### src/rtl/pipeline_pkg.sv
// Shared pipeline types and helpers for the branch predictor.
// Entry layout and counter reset/allocate values live here.
package pipeline_pkg;

  localparam int XLEN_DEF = 32;
  localparam int CTR_W = 4;

  typedef struct packed {
    logic                valid;
    logic [XLEN_DEF-1:0] tag;
    logic [CTR_W-1:0]    ctr;
    logic [XLEN_DEF-1:0] target;
  } bpuEntry_t;

  function automatic logic [CTR_W-1:0] ctrWeakTaken(
    input int bits
  );
    return CTR_W'(1 << (bits - 1));
  endfunction

  function automatic logic [CTR_W-1:0] ctrWeakNotTaken(
    input int bits
  );
    return CTR_W'((1 << (bits - 1)) - 1);
  endfunction

endpackage

### src/rtl/bpu_sat_counter.sv
// Next-state logic for one saturating direction counter.
// Counter lives in a CTR_W-wide field; only CTR_BITS are ever set.
module bpu_sat_counter
  import pipeline_pkg::*;
#(
  parameter int CTR_BITS = 2
) (
  input  logic             inc,
  input  logic             dec,
  input  logic             forceMax,
  input  logic             init,
  input  logic [CTR_W-1:0] cur,
  output logic [CTR_W-1:0] nxt
);

  localparam logic [CTR_W-1:0] MAX =
    CTR_W'((1 << CTR_BITS) - 1);

  always_comb begin
    nxt = cur;
    unique case (1'b1)
      forceMax: nxt = MAX;
      init:     nxt = ctrWeakTaken(CTR_BITS);
      inc:      if (cur != MAX) nxt = cur + 1'b1;
      dec:      if (cur != '0) nxt = cur - 1'b1;
      default:  ;
    endcase
  end

endmodule

### src/rtl/branch_predict_unit.sv
// Direct-mapped BTB with per-entry saturating counters.
// Lookup in IF is combinational; update arrives from ID.
module branch_predict_unit
  import pipeline_pkg::*;
#(
  parameter int ENTRIES  = 16,
  parameter int CTR_BITS = 2,
  parameter int XLEN     = XLEN_DEF
) (
  input  logic            clk,
  input  logic            reset,
  input  logic [XLEN-1:0] lookup_pc,
  output logic            pred_hit,
  output logic            pred_taken,
  output logic [XLEN-1:0] pred_target,
  input  logic            upd_valid,
  input  logic [XLEN-1:0] upd_pc,
  input  logic            upd_is_jump,
  input  logic            upd_taken,
  input  logic [XLEN-1:0] upd_target,
  input  logic            upd_pred_taken,
  input  logic [XLEN-1:0] upd_pred_target,
  output logic            mispredict,
  output logic [XLEN-1:0] redirect_pc,
  output logic [31:0]     branch_cnt,
  output logic [31:0]     mispred_cnt
);

  localparam int IDX = $clog2(ENTRIES);

  bpuEntry_t tbl [ENTRIES];

  logic [IDX-1:0]   lIdx;
  logic [IDX-1:0]   uIdx;
  logic [XLEN-1:0]  lTag;
  logic [XLEN-1:0]  uTag;
  logic             lHit;
  logic             uHit;
  bpuEntry_t        uEnt;
  bpuEntry_t        newEnt;
  logic             writeEn;
  logic [CTR_W-1:0] ctrNext;

  assign lIdx = lookup_pc[IDX+1:2];
  assign lTag = lookup_pc >> (IDX + 2);
  assign lHit = tbl[lIdx].valid &&
                (tbl[lIdx].tag == lTag);

  assign pred_hit    = lHit;
  assign pred_taken  = lHit &
                       tbl[lIdx].ctr[CTR_BITS-1];
  assign pred_target = pred_taken ?
                       tbl[lIdx].target :
                       lookup_pc + XLEN'(4);

  assign mispredict = upd_valid &&
    ((upd_taken != upd_pred_taken) ||
     (upd_taken && (upd_target != upd_pred_target)));

  assign redirect_pc = upd_taken ? upd_target :
                       upd_pc + XLEN'(4);

  assign uIdx = upd_pc[IDX+1:2];
  assign uTag = upd_pc >> (IDX + 2);
  assign uEnt = tbl[uIdx];
  assign uHit = uEnt.valid && (uEnt.tag == uTag);

  bpu_sat_counter #(
    .CTR_BITS(CTR_BITS)
  ) uCtr (
    .inc     (upd_valid & uHit & upd_taken &
              ~upd_is_jump),
    .dec     (upd_valid & uHit & ~upd_taken &
              ~upd_is_jump),
    .forceMax(upd_valid & upd_is_jump),
    .init    (upd_valid & ~uHit & upd_taken &
              ~upd_is_jump),
    .cur     (uEnt.ctr),
    .nxt     (ctrNext)
  );

  // Not-taken misses never allocate.
  assign writeEn = upd_valid &
                   (uHit | upd_taken | upd_is_jump);

  always_comb begin
    newEnt        = uEnt;
    newEnt.valid  = 1'b1;
    newEnt.tag    = uTag;
    newEnt.ctr    = ctrNext;
    if (upd_taken || upd_is_jump)
      newEnt.target = upd_target;
  end

  always_ff @(posedge clk) begin
    if (reset) begin
      for (int i = 0; i < ENTRIES; i++) begin
        tbl[i] <= '{
          valid:  1'b0,
          tag:    '0,
          ctr:    ctrWeakNotTaken(CTR_BITS),
          target: '0
        };
      end
    end else if (writeEn) begin
      tbl[uIdx] <= newEnt;
    end
  end

  always_ff @(posedge clk) begin
    if (reset) begin
      branch_cnt  <= '0;
      mispred_cnt <= '0;
    end else begin
      if (upd_valid && (branch_cnt != '1))
        branch_cnt <= branch_cnt + 1'b1;
      if (mispredict && (mispred_cnt != '1))
        mispred_cnt <= mispred_cnt + 1'b1;
    end
  end

endmodule

### config.mk
export PLATFORM = sky130hd
export DESIGN_NAME = branch_predict_unit
export DESIGN_NICKNAME = d
export VERILOG_FILES = /design/src/rtl/pipeline_pkg.sv /design/src/rtl/bpu_sat_counter.sv /design/src/rtl/branch_predict_unit.sv
export SDC_FILE = /design/constraint.sdc
export NUM_CORES = 2
export LEC_CHECK = 0
export CAP_MARGIN = 10
export CORE_ASPECT_RATIO = 1.5
export CORE_MARGIN = 2
export CORE_UTILIZATION = 44
export CTS_CLUSTER_DIAMETER = 150
export CTS_CLUSTER_SIZE = 8
export DETAILED_ROUTE_END_ITERATION = 8
export PLACE_DENSITY_LB_ADDON = 0.15
export SLEW_MARGIN = 20
export SYNTH_ARGS = -nofsm -noshare
export SYNTH_HDL_FRONTEND = slang
export SYNTH_SLANG_ARGS = --single-unit
export TNS_END_PERCENT = 100
### constraint.sdc
create_clock -name clk -period 9.1 [get_ports clk]
set_input_delay 1.365 -clock clk [delete_from_list [all_inputs] [get_ports clk]]
set_output_delay 1.365 -clock clk [all_outputs]
set_load 0.02 [all_outputs]
# After elaboration in Yosys (flattened, before gate mapping)
# Memories as Yosys holds them, arrays and structs flattened.
# Cells that the tools add are included.
# W data, S select, Z words.
word_totals:
  mem_count: 1
  in_bits: 134
  ram_bits: 1008
  output_inout_bits: 131
  register_bits: 64
  word_cells: 56
mem_list:
  columns: ["memory", "words", "width", "rd", "rd_clocked_by_memory_dff", "wr", "line_no", "text"]
  rows:
  - ["tbl", 16, 63, 2, 0, 16, "branch_predict_unit.sv:31", "bpuEntry_t tbl [ENTRIES];"]
op_classes:
  bitwise_logic: 16
  n_reduce_logical: 10
  addsub: 6
  muxes: 14
  n_eq_ne: 7
ops:
  columns: ["cell", "count"]
  rows:
  - ["$mux W32", 3]
  - ["$add A32 B1 Y32 const B", 2]
  - ["$add A32 B3 Y32 const B", 2]
  - ["$eq A32 B26 Y1", 2]
  - ["$ne A32 B32 Y1 const B", 2]
  - ["$mux W63", 1]
  - ["$reduce_or A63 Y1", 1]
  - ["$ne A32 B32 Y1", 1]
  - ["$pmux W4 S4", 1]
  - ["$mux W4", 3]
  - ["$and A1 B1 Y1", 11]
  - ["$logic_and A1 B1 Y1", 6]
  - ["$mux W1", 6]
  - ["$add A4 B1 Y4 const B", 1]
  - ["$ne A4 B2 Y1 const B", 1]
  - ["$reduce_bool A4 Y1", 1]
  - ["$sub A4 B1 Y4 const B", 1]
  - ["$not A1 Y1", 3]
  - ["$logic_or A1 B1 Y1", 2]
  - ["$or A1 B1 Y1", 2]
  - ["$ne A1 B1 Y1", 1]

# Longest topological paths before layout
# An unclocked memory read counts as a cell.
logic_depth:
  ltp_word: 11
  mapped_depth: 19
  depth_no_buf: 12

# By module
# From an unflattened synthesis, not the netlist that was laid out.
hier_totals:
  cells_unflattened: 4378
  area_unflattened_um2: 60200.2
modules_own_cells:
  columns: ["mod", "seq_area_each_um2", "cells_per_inst", "area_each_um2", "n_inst"]
  rows:
  - ["branch_predict_unit", 31390.1, 4341, 59906.2, 1]
  - ["bpu_sat_counter", 0.0, 37, 294.0, 1]

# Worst setup path after synthesis
# Ideal clock, no wire load.
synth_timing:
  path_type: "input to output"
  startpoint: "input lookup_pc[2]"
  endpoint: "output pred_taken"
  t_required_ps: 7735
  path_buffers: 2
  slack_ps: 2846
  cell_stages: 10
  arrival_ps: 4889
  path_cell_list: "buf_2 > buf_1 > mux4_2 > mux4_2 > xnor2_1 > nand4_1 > nor4_1 > nand4_1 > nor4_1 > nor2b_1"
synth_between:
  elab_chain_len: 4
synth_lines:
  columns: ["element", "line_no", "text"]
  rows:
  - ["from (decl)", "branch_predict_unit.sv:12", "input logic [XLEN-1:0] lookup_pc,"]
  - ["$mem_v2 Z16 W63 (*)", null, null]
  - ["$eq A32 B26 Y1", "branch_predict_unit.sv:47", "(tbl[lIdx].tag == lTag);"]
  - ["$logic_and A1 B1 Y1 (*)", "branch_predict_unit.sv:46", "assign lHit = tbl[lIdx].valid &&"]
  - ["net pred_hit", "branch_predict_unit.sv:13", "output logic pred_hit,"]
  - ["$and A1 B1 Y1 (*)", "branch_predict_unit.sv:50", "assign pred_taken = lHit &"]
  - ["to (decl)", "branch_predict_unit.sv:14", "output logic pred_taken,"]
# The timed path passes the listed nets; every way through them passes the cells marked *.

# Worst setup path in the final report
layout_timing:
  startpoint: "input lookup_pc[2]"
  endpoint: "output pred_target[11]"
layout_between:
  elab_chain_len: 5
  word_cells_on_any_way: 6
  cone_classes: "1 x add/sub; 1 x eq/ne; 1 x mux; 1 x bitwise; 1 x reduce/logical; 1 x memory"
layout_lines:
  columns: ["element", "line_no", "text"]
  rows:
  - ["$mem_v2 Z16 W63", null, null]
  - ["$eq A32 B26 Y1", "branch_predict_unit.sv:47", null]
  - ["$logic_and A1 B1 Y1", "branch_predict_unit.sv:46", null]
  - ["$and A1 B1 Y1", "branch_predict_unit.sv:50", null]
  - ["$mux W32 (*)", "branch_predict_unit.sv:52", "assign pred_target = pred_taken ?"]
  - ["to (decl)", "branch_predict_unit.sv:15", "output logic [XLEN-1:0] pred_target,"]
# Mark *: on every way between the ends. The rest lies on a longest branch, timed or not.

==> run metrics <==
warning count from the yosys run 0; Synth async-reset ratio 0%; leakage 24.12 nW; CP Max Fanout 57; grt total ovfl 0; Slowest Stage Delay on Critical Path 800 ps; total clock buffers created by CTS 151; number of fill cells 11,240; max_cap viols 0; Primary FF master, synth edfxtp_1; Synth top cells by count edfxtp_1, mux4_2, nor2_1; FF-to-FF path depth 12; Worst-Margin Slew 1199 ps; worst-path cell chain buf_8 > buf_12 > buf_4 > mux4_2 > mux2_2 > a21oi_1 > nor4b_4 > buf_4 > mux2_2 > clkdlybuf4s50_1; power density over cell area 186.5 mW/mm²; Worst Skew 31.98 ps; CTS sink count 1,072; placement row count 164; Synth cell types 76; share of cells above drive strength 1 29.11%; Max VDD drop 0.0002030 V; hold_buf cts 0; total number of vias 40,980; vias in the first global route 40,790; port bufs 264; Clock Tree Buf Depth 3; top cell type's share of synthesized area 50.41%; Post-Synthesis Cells 4,185; H-tree depth 4; Avg Cell Area, Syn 14.12 µm²; most common cell in the synthesized netlist edfxtp_1; Arr. time, crit path 6250 ps; total track usage 32.12%; number of flops mapped to enable cells by yosys 992; core area 0.1332 mm²; post-route core utilization 50.77%; crit path capture type output pin; drt via density 6.671; HP Class reg -> reg; post-cts sizing count 0; post-CTS setup buffer count 0; Setup TNS Final 0 ps; die area 0.1373 mm²; insertion delay of the later-clocked pin in the worst-skew pair 780 ps; worst setup path start lookup_pc[2]; Setup-failing EPs final 0; Ports 265; final period utilization 83.72%; first-pass GRT wire length 308.0 mm; Worst setup SP type primary input; Die Span Y 452.8 µm; RR Startpoint tbl[11][40]; cell taking the most area after synthesis edfxtp_1; Slew Viols, Final 0; Max-slew headroom 19.35%; worst setup path endpoint pred_target[11]; 1st-iter DRT viols 5,401; wire per inst 35.86 µm; reg2reg setup slack 3200 ps; reg2reg end tbl[0][55]; Pre-Repair DR Iteration Count 6; CTS clock-pin slew for the worst setup and hold paths 50 ps; hpwl dp 135.5 mm; Nets 4,508; area delta synth->final 14.40%; antenna violations before repair 16; leading post-synthesis cells by cell area edfxtp_1, mux4_2, and3_1, nor2_2, nor2_1; final hold viol count 0; Final ANT Viol Nets 0; Seq/Total Area, Yosys 53.12%; Syn Nets 4,329; synthesized area 0.05909 mm²; largest net degree at the start of global routing 89; status finished clean; Seq cells post-synth 1,072; total wire length 220.3 mm; Initial Utilization 44.37%; CTS tree built; fmax 0.1313 GHz; slowest CP cell a21oi_1; Die W 303.2 µm; crit path time final 7618 ps; RSZ-0062 raised after global routing false; GP Congestion 0.9316; Crit Path Category in -> out; root buf cell clkbuf_16; Worst EP required 7740 ps; residual DRC count 0
## final cells by class
cell class | instances | area [µm²] | area share, %
diodes | 6 | 15.01 | 0.02221
repair buffers | 438 | 4190 | 6.198
clock buffers | 176 | 4000 | 5.917
flip-flops and latches | 1072 | 31390 | 46.43
clock inverters | 6 | 103.9 | 0.1536
multi-input cells | 2650 | 25530 | 37.76
inverters | 51 | 196.4 | 0.2906
well taps | 1743 | 2181 | 3.226
## metal layers
| layer | track usage, % | up-vias | part of all wire, % |
|---|---|---|---|
| met5 | 0 | - | 0.025 |
| met4 | 15.79 | 8 | 5.5 |
| met2 | 50.95 | 2572 | 47 |
| li1 | - | 16350 | - |
| met3 | 7.124 | 551 | 10 |
| met1 | 41.71 | 21490 | 37 |
## sequential cells by signal (all words and copies together) (netlist names)
signal and count:
mispred_cnt 32, branch_cnt 32, tbl 1008
## worst min path at each step
stage	from	endpoint	cells after the start
finish	tbl[10][62]	tbl[10][62]	2
global route	tbl[5][62]	tbl[5][62]	2
CTS	tbl[10][62]	tbl[10][62]	2
detailed placement	tbl[10][62]	tbl[10][62]	2
global placement	tbl[10][62]	tbl[10][62]	2
floorplan	tbl[14][62]	tbl[14][62]	2
## placed cells by master (no fill, tap or decap), types with 20 or more instances in the layout
cell             Yosys  layout
inv_1               44      43
nand4_1             31      31
or3_1               22      22
edfxtp_1           992     992
nand2_1            133     113
nand2_4              0      20
a211oi_1            22      22
a22oi_1             30      30
a21oi_1             49      49
mux2i_1            156     155
o21ai_0             80      80
mux4_2             524     524
clkbuf_16            0     157
nor2_2             304     304
xor2_1              92      92
mux2_2              44      44
nor2b_1             29      26
and3_1             310     310
clkdlybuf4s50_1      0     254
dfxtp_1             80      80
nor2_1             470     468
and2_1              29      28
buf_4               15     158
xnor2_1             90      90
nand3_1             51      51
## where the power goes
| group | total, W | switching (W) | internal (W) | leakage [nW] |
|---|---|---|---|---|
| Clock | 0.00517 | 0.00212 | 0.00305 | 2.00 |
| Sequential | 0.00572 | 0.000112 | 0.00560 | 10.6 |
| Combinational | 0.00173 | 0.00106 | 0.000671 | 11.6 |
## kinds of logic after synthesis
kind of cell / count (synthesis) / synth area share, %
DFF: 1072 / 53.12
muxes: 730 / 23.72
AOI/OAI and AO/OA: 260 / 2.867
xor gates and xnor gates: 182 / 2.697
adders and majority gates: 10 / 0.2117
buffers and inverters: 463 / 4.050
and+or+nand+nor: 1468 / 13.34
## critical path, delay by kind of cell
| kind | cells | cell delay [ps] |
|---|---|---|
| AOI/OAI and AO/OA | 1 | 800 |
| buffers and inverters | 5 | 2560 |
| muxes | 3 | 1260 |
| and+or+nand+nor | 1 | 110 |
## stage by stage
stage / std cells / setup slack [ps] / hold WS (ps) / total power (W) / cell area, µm²
3_5_place_dp: 5954 / 1411 / 457.2 / 0.007506 / 63480
5_1_grt: 6138 / 1322 / 498.6 / 0.01289 / 67600
3_3_place_gp: 5953 / 1317 / 449.7 / 0.007492 / 63460
2_1_floorplan: 4185 / 2846 / 435.4 / 0.006786 / 59090
4_1_cts: 6136 / 1496 / 467.6 / 0.01263 / 67580
6_report: 6142 / 1482 / 469.1 / 0.01261 / 67610
No activity file was read; power rests on OpenSTA's default activity.
